File: src/rtl/collision_event_scheduler.sv
// Collision event scheduler: latches per-source collision pulses during a frame,
// snapshots them at startOfFrame and dispatches them one at a time in priority order.
// Latency: first evValid 2 cycles after the startOfFrame edge; events spaced >= 2 cycles apart.
// Backpressure: evValid/evReady handshake; an event stalled TIMEOUT_CYCLES cycles is dropped.
//
// Ports:
//   clk, resetN (sync, active-low)     - clock and reset
//   startOfFrame                       - frame strobe; snapshots pending into the batch
//   collisionBall*                     - one-cycle collision pulses, sources 1 (Bottom) .. 7 (Frame)
//   evReady / evValid / evCode         - event handshake; evCode is 0 whenever evValid is 0
//   busy                               - a batch is being dispatched
//   overrun / timeoutDrop              - one-cycle pulses on discarded / timed-out events
//   eventCount, dropCount              - only when COLLISION_EVENT_STATS_EN is defined:
//                                        saturating accepted-event and dropped-event counts
module collision_event_scheduler #(
    parameter int TIMEOUT_CYCLES = 1024,
    parameter int TO_W           = 11
) (
    input  logic       clk,
    input  logic       resetN,
    input  logic       startOfFrame,
    input  logic       collisionBallBottom,
    input  logic       collisionBallSpringPulse,
    input  logic       collisionBallBumper,
    input  logic       collisionBallObstacleBad,
    input  logic       collisionBallObstacleGood,
    input  logic       collisionBallFlipper,
    input  logic       collisionBallFrame,
    input  logic       evReady,
    output logic       evValid,
    output logic [2:0] evCode,
    output logic       busy,
    output logic       overrun,
    output logic       timeoutDrop
`ifdef COLLISION_EVENT_STATS_EN
    ,
    output logic [7:0] eventCount,
    output logic [7:0] dropCount
`endif
);

    typedef enum logic [1:0] {
        S_IDLE    = 2'd0,
        S_LOAD    = 2'd1,
        S_PRESENT = 2'd2
    } state_t;

    state_t          state_q;
    logic [6:0]      pending_q;
    logic [6:0]      batch_q;
    logic [TO_W-1:0] to_cnt_q;
    logic            ev_valid_q;
    logic [2:0]      ev_code_q;
    logic            busy_q;
    logic            overrun_q;
    logic            timeout_drop_q;

    // Bit i of the source vector corresponds to source number i+1.
    logic [6:0] coll_w;
    assign coll_w = {collisionBallFrame, collisionBallFlipper, collisionBallObstacleGood,
                     collisionBallObstacleBad, collisionBallBumper, collisionBallSpringPulse,
                     collisionBallBottom};

    // Lowest-numbered set bit wins; returns the 1-based source number.
    function automatic logic [2:0] prio_code(input logic [6:0] bits);
        logic [2:0] code;
        code = 3'd0;
        for (int i = 6; i >= 0; i--) begin
            if (bits[i]) code = 3'(i + 1);
        end
        return code;
    endfunction

    logic       accept_w;
    logic       to_hit_w;
    logic [6:0] cur_mask_w;
    logic [6:0] batch_after_w;

    // batch_after_w is the batch once this cycle's handshake or timeout is applied; it is
    // what survives into the next cycle, and at a snapshot it is what gets discarded.
    always_comb begin
        accept_w      = (state_q == S_PRESENT) && evReady;
        to_hit_w      = (state_q == S_PRESENT) && !evReady
                        && (to_cnt_q == TO_W'(TIMEOUT_CYCLES - 1));
        cur_mask_w    = (ev_code_q != 3'd0) ? (7'd1 << (ev_code_q - 3'd1)) : 7'd0;
        batch_after_w = batch_q;
        if (accept_w) begin
            // Accepting a Bottom event ends the frame's play: lower-priority events are
            // silently discarded (neither delivered nor counted as drops).
            batch_after_w = (ev_code_q == 3'd1) ? 7'd0 : (batch_q & ~cur_mask_w);
        end else if (to_hit_w) begin
            batch_after_w = batch_q & ~cur_mask_w;
        end
    end

    always_ff @(posedge clk) begin
        if (!resetN) begin
            state_q        <= S_IDLE;
            pending_q      <= 7'd0;
            batch_q        <= 7'd0;
            to_cnt_q       <= '0;
            ev_valid_q     <= 1'b0;
            ev_code_q      <= 3'd0;
            busy_q         <= 1'b0;
            overrun_q      <= 1'b0;
            timeout_drop_q <= 1'b0;
        end else begin
            // A pulse coincident with startOfFrame belongs to the new frame.
            pending_q      <= startOfFrame ? coll_w : (pending_q | coll_w);
            batch_q        <= batch_after_w;
            overrun_q      <= 1'b0;
            timeout_drop_q <= to_hit_w;

            if (startOfFrame) begin
                batch_q    <= pending_q;
                overrun_q  <= |batch_after_w;
                ev_valid_q <= 1'b0;
                ev_code_q  <= 3'd0;
                if (|pending_q) begin
                    state_q <= S_LOAD;
                    busy_q  <= 1'b1;
                end else begin
                    state_q <= S_IDLE;
                    busy_q  <= 1'b0;
                end
            end else begin
                case (state_q)
                    S_LOAD: begin
                        ev_code_q  <= prio_code(batch_q);
                        to_cnt_q   <= '0;
                        ev_valid_q <= 1'b1;
                        busy_q     <= 1'b1;
                        state_q    <= S_PRESENT;
                    end
                    S_PRESENT: begin
                        if (accept_w || to_hit_w) begin
                            ev_valid_q <= 1'b0;
                            ev_code_q  <= 3'd0;
                            if (|batch_after_w) begin
                                state_q <= S_LOAD;
                                busy_q  <= 1'b1;
                            end else begin
                                state_q <= S_IDLE;
                                busy_q  <= 1'b0;
                            end
                        end else begin
                            to_cnt_q <= to_cnt_q + 1'b1;
                        end
                    end
                    default: begin
                        state_q    <= S_IDLE;
                        ev_valid_q <= 1'b0;
                        ev_code_q  <= 3'd0;
                        busy_q     <= 1'b0;
                    end
                endcase
            end
        end
    end

    assign evValid     = ev_valid_q;
    assign evCode      = ev_code_q;
    assign busy        = busy_q;
    assign overrun     = overrun_q;
    assign timeoutDrop = timeout_drop_q;

`ifdef COLLISION_EVENT_STATS_EN
    logic [7:0] event_cnt_q;
    logic [7:0] drop_cnt_q;
    logic [8:0] drop_sum_w;
    logic [3:0] drop_inc_w;

    // One cycle can carry a timeout plus an overrun of the remaining bits.
    always_comb begin
        drop_inc_w = {3'd0, to_hit_w};
        if (startOfFrame) drop_inc_w = drop_inc_w + 4'($countones(batch_after_w));
        drop_sum_w = {1'b0, drop_cnt_q} + {5'd0, drop_inc_w};
    end

    always_ff @(posedge clk) begin
        if (!resetN) begin
            event_cnt_q <= 8'd0;
            drop_cnt_q  <= 8'd0;
        end else begin
            if (accept_w && (event_cnt_q != 8'hFF)) event_cnt_q <= event_cnt_q + 8'd1;
            drop_cnt_q <= drop_sum_w[8] ? 8'hFF : drop_sum_w[7:0];
        end
    end

    assign eventCount = event_cnt_q;
    assign dropCount  = drop_cnt_q;
`endif

endmodule

File: config.mk
export PLATFORM = sky130hd
export DESIGN_NAME = collision_event_scheduler
export DESIGN_NICKNAME = d
export VERILOG_FILES = /design/src/rtl/collision_event_scheduler.sv
export SDC_FILE = /design/constraint.sdc
export NUM_CORES = 1
export LEC_CHECK = 0
export ABC_AREA = 1
export BUFFER_PORTS_ARGS = -buffer_cell sky130_fd_sc_hd__buf_2
export CAP_MARGIN = 15
export CORE_ASPECT_RATIO = 0.9
export CORE_MARGIN = 2
export CORE_UTILIZATION = 30
export CTS_BUF_LIST = sky130_fd_sc_hd__clkbuf_8
export DETAILED_ROUTE_END_ITERATION = 12
export GPL_ROUTABILITY_DRIVEN = 0
export GPL_TIMING_DRIVEN = 0
export PLACE_DENSITY = 0.48
export SETUP_SLACK_MARGIN = 0.05
export SYNTH_ARGS = -nofsm -noshare
export SYNTH_HDL_FRONTEND = slang
export SYNTH_SLANG_ARGS = --single-unit
File: constraint.sdc
create_clock -name clk -period 1.7 [get_ports clk]
set_clock_uncertainty 0.15 [all_clocks]
set_input_delay 0.17 -clock clk [delete_from_list [all_inputs] [get_ports clk]]
set_output_delay 0.17 -clock clk [all_outputs]
set_load 0.02 [all_outputs]
==> metrics <==
Seq pwr share=0.485; final instance area=roughly 2400 sq um; number of pins exceeding their max-slew limit in the final report=0; type of the worst setup path=flop to flop; share of power burned in combinational logic=0.149; most common cell in the netlist=sky130_fd_sc_hd__nand2_1; critical path startpoint category=flop; arrival time reported for the critical path endpoint=1.88 ns; count of max-cap constraint violations=0; IO Count=18; placed cell area=1840 sq um; flip-flop and latch count after synthesis=34; highest attainable clock frequency=538 MHz; core region area=between 5000 and 6000 sq um; area share of the largest cell type after synthesis=0.422; Filler Cell Count=529; unrepaired setup endpoints after global routing=true; number of global-route vias before repair=1,433; Period Utilization, post-route=1.09; Die W=81.3 um; post-synthesis instance total=227; Final Worst Setup Slack=-0.159 ns; power density normalized to cell area=720 nW/um^2; initial drt markers=56; maximum fanout along the worst path=5; worst min-delay path category=primary input to flop; fraction of final layout cells sized beyond drive strength 1=0.396; number of endpoints failing setup at the final stage=11; Area growth syn-to-layout=49.6%; Clock power frac=0.365; diode insertion count for antenna repair=0; TritonCTS buffer count=5; switching power summed over all nets=0.467 mW; mean routed wirelength per cell=11.6 um; relative slew slack=0.674; Chip Height=~74 um; transition time of the tightest slew-check pin=roughly 0.5 ns; pin count of the biggest net entering global routing=12; Avg Synthesized Cell Area=between 7 and 8 sq um; Seq/Total Area, Yosys=0.422; CTS tree=done; count of buffers inserted at the top-level ports=17; Synth top cells by count=sky130_fd_sc_hd__nand2_1, sky130_fd_sc_hd__dfxtp_1, sky130_fd_sc_hd__inv_1; CTS sink cnt=34; top post-synthesis cells by area=sky130_fd_sc_hd__dfxtp_1, sky130_fd_sc_hd__nand2_1, sky130_fd_sc_hd__inv_1, sky130_fd_sc_hd__a21oi_1, sky130_fd_sc_hd__o21ai_0; crit path capture type=flop; site row count=25; Most used DFF post-synth=sky130_fd_sc_hd__dfxtp_1; post-synthesis cell type with the largest combined area=sky130_fd_sc_hd__dfxtp_1; TritonRoute pass-1 iters=4; reported leakage power=0.972 nW; run status=complete, but fails checks; overflow left after global routing=0; synthesized net count=between 200 and 250; Critical Path RT=about 1.7 ns; clock-pin slew on the worst setup and hold paths=0.08 ns; Post-synth ARST share=0; Mapped Area=1610 sq um; H-tree depth=2; average via count per standard cell=4.54; initial antenna violation count=0; deepest clock path buffer count=2; number of flops mapped to enable cells by yosys=0; Peak VDD IR=444 uV; hold violation count in the final report=0; Overall Global Routing Usage=0.148; buffer cell driving the clock tree root=sky130_fd_sc_hd__clkbuf_8; total die area=5980 sq um; starting density of the core=0.309; total via count in the routed design=1,611; HPWL Detailed=approximately 2700 um; DR DRC count=0; Nets=302; YS warnings=0; post-route minimum period=1.86 ns; Routed Antenna Nets=0; violations in the final reports=negative setup slack; total wirelength of the detailed-routed design=roughly 4000 um; design internal power=1.27 mW; first-pass GRT wire length=6670 um; switching power share of the total=0.269; number of library cell types mapped by synthesis=26; final total negative setup slack=-0.813 ns; Clk Latency, worst-skew pair=0.29 ns
[layout make-up]
type	instances	area (sq um)	area share
Multi-Input combinational cell	156	987	0.409
Inverter	36	140	0.0580
Sequential cell	34	693	0.287
Timing Repair Buffer	52	408	0.169
Clock inverter	2	12.5	0.00518
Buffer	2	7.51	0.00311
Clock buffer	6	82.6	0.0342
Tap cell	67	83.8	0.0347
[layout by cell type (no fill, tap or decap), drive strengths merged]
| cell | synthesis | final |
|---|---|---|
| a21oi | 19 | 19 |
| a31oi | 2 | 2 |
| buf | 0 | 45 |
| clkbuf | 2 | 8 |
| clkinv | 0 | 1 |
| clkinvlp | 0 | 1 |
| dfxtp | 34 | 34 |
| dlygate4sd3 | 0 | 7 |
| ha | 4 | 4 |
| inv | 36 | 36 |
| nand2 | 56 | 57 |
| nand3 | 9 | 9 |
| nand4 | 6 | 6 |
| nor2 | 23 | 23 |
| nor3 | 3 | 3 |
| nor3b | 1 | 1 |
| o21a | 1 | 1 |
| o21ai | 20 | 20 |
| o22ai | 6 | 6 |
| o31ai | 1 | 1 |
| o41ai | 1 | 1 |
| xnor2 | 2 | 2 |
| xor2 | 1 | 1 |
[routing by layer]
metal	vias up	share of wire	track usage
met2	28	0.43	0.222
met3	4	0.046	0.0381
met1	720	0.52	0.204
met4	0	0.011	0.0565
li1	859	-	-
met5	-	0	0
[flip-flops by register name, indices dropped and copies added, names as in the netlist]
register     cells
timeoutDrop      1
pending_q        7
state_q          2
batch_q          7
busy             1
overrun          1
evCode           3
to_cnt_q        11
evValid          1
[power by group through the flow]
stage | clock network (mW) | logic (mW) | registers (mW)
5_1_grt | 0.707 | 0.287 | 0.847
4_1_cts | 0.660 | 0.219 | 0.842
6_report | 0.635 | 0.259 | 0.844
3_5_place_dp | 0 | 0.163 | 0.863
2_1_floorplan | 0 | 0.106 | 0.866
3_3_place_gp | 0 | 0.163 | 0.862
[repair_timing]
item	in CTS	in global routing
setup endpoints to repair	16	20
hold buffers	7	0
endpoints found under the hold margin	7	0
buffers inserted	17	11
pin swaps	12	15
gates cloned	1	0
gates resized for setup	21	41
[per-stage QoR]
stage	cells	setup slack, ns	hold WS [ns]	power [mW]	util
3_3_place_gp	311	-0.316	0.215	1.03	0.351
2_1_floorplan	227	-0.0954	0.129	0.972	-
3_5_place_dp	311	-0.327	0.218	1.03	0.351
4_1_cts	344	-0.175	0.0946	1.72	0.423
5_1_grt	355	-0.298	0.118	1.84	0.462
6_report	355	-0.159	0.106	1.74	0.462
[critical path: stages (launching register included)]
cell and delay, ns:
sky130_fd_sc_hd__dfxtp_4 0.38, sky130_fd_sc_hd__ha_4 0.16, sky130_fd_sc_hd__inv_2 0.04, sky130_fd_sc_hd__nor2_2 0.11
sky130_fd_sc_hd__nand4_4 0.15, sky130_fd_sc_hd__nand2_4 0.14, sky130_fd_sc_hd__nand2_2 0.06, sky130_fd_sc_hd__nand2_2 0.08
sky130_fd_sc_hd__nand2_2 0.07, sky130_fd_sc_hd__nor2_4 0.10, sky130_fd_sc_hd__nand2_2 0.07, sky130_fd_sc_hd__nand2_1 0.05
sky130_fd_sc_hd__nand2_1 0.05, sky130_fd_sc_hd__nand2_2 0.07, sky130_fd_sc_hd__a21oi_2 0.05
[kinds of logic after synthesis]
kind of cell,after synthesis,synth area share
buffers and inverters,38,0.0884
XOR/XNOR,3,0.0163
flip-flops,34,0.422
adder cells (fa/ha/maj),4,0.0310
AO/OA/AOI/OAI,50,0.167
AND/OR/NAND/NOR,98,0.276
[final timing paths]
path,from,to,slack (ns),cells past startpoint
max,to_cnt_q[1]$_SDFFE_PN0P_,busy$_SDFFE_PN0P_,-0.16,14
min,startOfFrame,state_q[1]$_SDFFE_PN0P_,0.11,4
max reg2reg,to_cnt_q[1]$_SDFFE_PN0P_,busy$_SDFFE_PN0P_,-0.16,14
min reg2reg,evValid$_SDFFE_PP0P_,evValid$_SDFFE_PP0P_,0.31,2
Power figures use the tool's default switching activity.
